[src/rtl/b2a_rand_gen.sv]
// Random-word source for B2A unmasking: RANDNUM independent xorshift32 lanes, registered outputs, one-cycle seed-to-valid latency.
// Backpressure: lanes advance only on i_en while valid; after RESEED_INTERVAL draws o_rvld drops until a new seed arrives.
module b2a_rand_gen #(
    parameter int K_WIDTH         = 32,
    parameter int RANDNUM         = 2,
    parameter int RESEED_INTERVAL = 1024,
    parameter int CNT_W           = 16
) (
    input  logic                       clk_i,
    input  logic                       rst_ni,
    input  logic                       i_seed_vld,
    input  logic [K_WIDTH*RANDNUM-1:0] i_seed,
    input  logic                       i_en,
    output logic [K_WIDTH*RANDNUM-1:0] o_n,
    output logic                       o_rvld,
    output logic                       o_expired,
    output logic [CNT_W-1:0]           o_cnt
);

    typedef enum logic [1:0] {
        IDLE    = 2'd0,
        RUN     = 2'd1,
        EXPIRED = 2'd2
    } state_t;

    localparam bit               EXPIRE_EN = (RESEED_INTERVAL != 0);
    localparam logic [CNT_W-1:0] LAST_CNT  = CNT_W'(RESEED_INTERVAL - 1);
    localparam logic [CNT_W-1:0] CNT_ONE   = CNT_W'(1);
    localparam logic [CNT_W-1:0] CNT_MAX   = {CNT_W{1'b1}};

    state_t                     state_q, state_d;
    logic [K_WIDTH*RANDNUM-1:0] lane_q, lane_d;
    logic [K_WIDTH*RANDNUM-1:0] seed_fix, lane_step;
    logic [CNT_W-1:0]           cnt_q, cnt_d;
    logic                       draw;
    logic                       last_draw;

    // Taps are fixed for a 32-bit word; K_WIDTH other than 32 is unsupported.
    function automatic logic [K_WIDTH-1:0] xorshift32(input logic [K_WIDTH-1:0] x);
        logic [K_WIDTH-1:0] y;
        y = x ^ (x << 13);
        y = y ^ (y >> 17);
        y = y ^ (y << 5);
        return y;
    endfunction

    // Each lane only ever sees its own seed slice and its own state.
    for (genvar g = 0; g < RANDNUM; g++) begin : g_lane
        assign seed_fix[g*K_WIDTH +: K_WIDTH] =
            (i_seed[g*K_WIDTH +: K_WIDTH] == '0) ? K_WIDTH'(g + 1)
                                                 : i_seed[g*K_WIDTH +: K_WIDTH];
        assign lane_step[g*K_WIDTH +: K_WIDTH] = xorshift32(lane_q[g*K_WIDTH +: K_WIDTH]);
    end

    // A seed strobe always wins over a simultaneous draw request.
    assign draw      = (state_q == RUN) && i_en && !i_seed_vld;
    assign last_draw = draw && EXPIRE_EN && (cnt_q == LAST_CNT);

    always_comb begin
        state_d = state_q;
        lane_d  = lane_q;
        cnt_d   = cnt_q;
        if (i_seed_vld) begin
            lane_d  = seed_fix;
            cnt_d   = '0;
            state_d = RUN;
        end else if (draw) begin
            lane_d = lane_step;
            if (!EXPIRE_EN) begin
                cnt_d = (cnt_q == CNT_MAX) ? cnt_q : cnt_q + CNT_ONE;
            end else begin
                cnt_d = cnt_q + CNT_ONE;
            end
            if (last_draw) begin
                state_d = EXPIRED;
            end
        end
    end

    always_ff @(posedge clk_i or negedge rst_ni) begin
        if (!rst_ni) begin
            state_q <= IDLE;
        end else begin
            state_q <= state_d;
        end
    end

    always_ff @(posedge clk_i or negedge rst_ni) begin
        if (!rst_ni) begin
            lane_q <= '0;
            cnt_q  <= '0;
        end else begin
            lane_q <= lane_d;
            cnt_q  <= cnt_d;
        end
    end

    assign o_n       = lane_q;
    assign o_rvld    = (state_q == RUN);
    assign o_expired = (state_q == EXPIRED);
    assign o_cnt     = cnt_q;

endmodule

[config.mk]
export PLATFORM = sky130hd
export DESIGN_NAME = b2a_rand_gen
export DESIGN_NICKNAME = d
export VERILOG_FILES = /design/src/rtl/b2a_rand_gen.sv
export SDC_FILE = /design/constraint.sdc
export NUM_CORES = 1
export LEC_CHECK = 0
export CAP_MARGIN = 20
export CORE_MARGIN = 4
export CORE_UTILIZATION = 40
export DETAILED_ROUTE_END_ITERATION = 10
export PLACE_DENSITY = 0.71
export SYNTH_ARGS = -nofsm -noshare
export SYNTH_HDL_FRONTEND = slang
export SYNTH_SLANG_ARGS = --single-unit
[constraint.sdc]
create_clock -name clk_i -period 1.8 [get_ports clk_i]
set_clock_uncertainty 0.1 [all_clocks]
set_input_delay 0.27 -clock clk_i [delete_from_list [all_inputs] [get_ports clk_i]]
set_output_delay 0.27 -clock clk_i [all_outputs]
set_load 0.02 [all_outputs]
==> reports/qor.json <==
{
  "final_layout": {
    "final_common_cell": "sky130_fd_sc_hd__buf_4",
    "final_cell_mix": "89 x sky130_fd_sc_hd__buf_4, 80 x sky130_fd_sc_hd__clkdlybuf4s50_1, 74 x sky130_fd_sc_hd__xnor2_1",
    "fin_util_pct": 62.5,
    "antenna-diode-count": 0,
    "layout-area-overhead-vs-synth_pct": 50.4,
    "final_nets": 870,
    "drive_gt1_share_pct": 19.1
  },
  "flow_run": {
    "drv.max_cap_violation_count": 0
  },
  "route": {
    "firstDrtPassIters": 5,
    "final_antenna_net_count": 0,
    "route.final.wire_length_mm": 18.3,
    "post-route-drc-count": 0,
    "via_count": 5501,
    "drtIter0Drc": 384,
    "route.detailed.wl_per_inst_microns": 18.7,
    "post_drt_via_cell_ratio": 5.61
  },
  "critical_path": {
    "slowest_stage_cell_cp": "sky130_fd_sc_hd__clkdlybuf4s50_1",
    "cp_slowest_stage_delay_ps": 650,
    "beginning_of_the_worst_register_to_register_path": "o_n[56]$_DFFE_PN0P_",
    "critical_path_buf_inv_count": 1,
    "setup_slack_reg_to_reg_ps": 40,
    "cp.required_ps": 1430,
    "critPathCaptureType": "output port",
    "worst_setup_path_startpoint": "o_n[19]$_DFFE_PN0P_",
    "worst_path_dominant_cell_family": "buffers and inverters",
    "startpoint_class_of_the_critical_path": "flop",
    "crit_type": "flop to output port",
    "cp_cell_sequence": "clkdlybuf4s50_1",
    "critical_path.max_fanout": 4,
    "destination_of_the_worst_register_to_register_timing_path": "o_n[44]$_DFFE_PN0P_",
    "reg2reg_depth": 4,
    "cp.arrival_ps": 1400
  },
  "timing": {
    "tightest_slew_ps": 493,
    "worst_hold_margin_ps": 295,
    "tns_ps": 0,
    "worst_slew_margin_relative_to_its_limit_pct": 67.1,
    "max_clock_freq_mhz": 565,
    "period_share_pct": 98.3,
    "number_of_pins_with_negative_max_slew_slack_in_the_final_report": 0,
    "hold_violations": 0,
    "finalCriticalPeriod_ps": 1770,
    "rsz_0062_raised_after_global_routing": "yes",
    "setup_viol_count_final": 0
  },
  "pwr": {
    "power.ir.vdd_worst_mv": 0.956,
    "leakage_uw": 0.00382,
    "powerDensity_nw_per_um2": 2060
  },
  "synth": {
    "ys_dominant_reg_cell": "sky130_fd_sc_hd__dfrtp_1",
    "synth_cell_type_count": 36,
    "edff_count_synth": 0,
    "postSynth.asyncResetShare_pct": 100,
    "seq_area_frac_synth_pct": 36.7,
    "synthCells": 577,
    "synthesized_area_sq_um": 5590,
    "yosys_warnings": 0,
    "synth_nets": 646,
    "synth-seq-cells": 82,
    "syn_avg_cell_area_sq_um": 9.68
  },
  "place": {
    "port_buffer_count": 149,
    "finalWeightedCongestion": 0.980,
    "hpwlAfterDp_mm": 13.5
  },
  "clocking": {
    "numCtsBuffers": 9,
    "cts_tree": "built",
    "ctsLongestPathBuffers": 2,
    "tritoncts_num_sinks": 82,
    "cts_max_level": 3,
    "clkTransAtPathRegs_ps": 60,
    "clk_lat_worst_skew_ps": 350,
    "root_buffer": "sky130_fd_sc_hd__clkbuf_16"
  },
  "global_routing": {
    "wire_length_of_the_first_global_routing_pass_mm": 28.6,
    "antenna_found_initial": 0,
    "first_global_vias": 5549,
    "track_usage_pct": 22.4,
    "grt_max_degree": 72,
    "overflow_left_after_global_routing": 0
  },
  "hold_path": {
    "whs_path_depth": 3,
    "hp-class": "primary input to flop",
    "hold_path_startpoint": "i_seed_vld",
    "worstHoldEndpoint": "o_n[34]$_DFFE_PN0P_"
  },
  "die": {
    "initial_utilization_pct": 41.5,
    "die_area_sq_um": 15900,
    "design.portCount": 150,
    "die_height_microns": 126,
    "placeableCoreArea_sq_um": 13500,
    "die_x_microns": 126,
    "placementRows": 42
  },
  "run_status": {
    "status": "complete, no violations"
  }
}
-- kinds of logic after synthesis --
family	share of synthesized area [%]
compound gates	13.3
fa+ha+maj	0.224
buf+inv	2.40
mux	1.21
simple gates	19.3
xor+xnor	26.9
flops	36.7
-- per-layer routing --
layer | routed length, microns | part of all wire, % | vias to the layer above | track usage [%]
li1 | - | - | 2512 | -
met4 | 427 | 2.3 | 0 | 8.71
met5 | 0 | 0 | - | 0
met1 | 7650 | 42 | 2705 | 29.6
met3 | 1560 | 8.5 | 31 | 4.95
met2 | 8710 | 47 | 253 | 36.0
-- Yosys cell counts, types with 4 or more instances --
cell / count / area [sq um]
sky130_fd_sc_hd__xnor2_1: 85 / 744
sky130_fd_sc_hd__a31oi_1: 20 / 125
sky130_fd_sc_hd__and2_1: 21 / 131
sky130_fd_sc_hd__nor3_1: 4 / 20.0
sky130_fd_sc_hd__nand2_1: 42 / 158
sky130_fd_sc_hd__clkbuf_1: 28 / 105
sky130_fd_sc_hd__o211ai_1: 6 / 45.0
sky130_fd_sc_hd__xnor2_2: 10 / 163
sky130_fd_sc_hd__or4_1: 6 / 45.0
sky130_fd_sc_hd__and3_1: 6 / 37.5
sky130_fd_sc_hd__nand3_1: 10 / 50.1
sky130_fd_sc_hd__a221o_1: 4 / 40.0
sky130_fd_sc_hd__nor2_1: 73 / 274
sky130_fd_sc_hd__xor2_1: 6 / 52.6
sky130_fd_sc_hd__nand4_1: 7 / 43.8
sky130_fd_sc_hd__a311o_1: 20 / 200
sky130_fd_sc_hd__xnor3_1: 24 / 541
sky130_fd_sc_hd__a21oi_1: 26 / 130
sky130_fd_sc_hd__nor4_1: 18 / 113
sky130_fd_sc_hd__o21ai_0: 31 / 155
sky130_fd_sc_hd__mux2_2: 6 / 67.6
sky130_fd_sc_hd__or3_1: 21 / 131
sky130_fd_sc_hd__dfrtp_1: 82 / 2050
-- state kept, by name, indices dropped and copies added (netlist names) --
register	flops
o_n	64
state_q	2
o_cnt	16
-- through the flow --
step,area (sq um),power (uW),worst slack [ps],cells
final,8400,17300,30.4,981
after global routing,8400,18300,-24.2,981
after CTS,8200,16900,1.65,975
after detailed placement,7910,15100,-247,957
after global placement,7910,14700,-226,957
after floorplan,5600,10600,-34.1,577
-- layout make-up --
type	count	area [sq um]
multi-input combinational	460	3540
clock inverter	3	65.1
inverter	4	15.0
tap	176	220
fill	1145	5050
sequential	82	2060
timing repair buffer	244	2250
clock buffer	12	246
-- worst max path at each step --
| stage | endpoint | cells after the start |
|---|---|---|
| finish | o_n[19] | 1 |
| global route | o_n[39]$_DFFE_PN0P_ | 5 |
| CTS | o_n[24] | 1 |
| detailed placement | o_cnt[15]$_DFFE_PN0P_ | 5 |
| global placement | o_cnt[15]$_DFFE_PN0P_ | 5 |
| floorplan | o_cnt[15]$_DFFE_PN0P_ | 4 |
-- power breakdown --
group / total, uW / internal (uW) / switching [uW]
Sequential: 3620 / 2550 / 1070
Combinational: 11700 / 6570 / 5110
Clock: 1990 / 1240 / 743
-- repair_timing --
action	4_1_cts	5_1_grt
hold endpoints to repair	33	0
gates resized for setup	55	33
hold buffers	1	0
pin swaps	3	17
setup buffers	2	6
endpoints found under the setup margin	55	34
(Power assumes the default switching activity.)
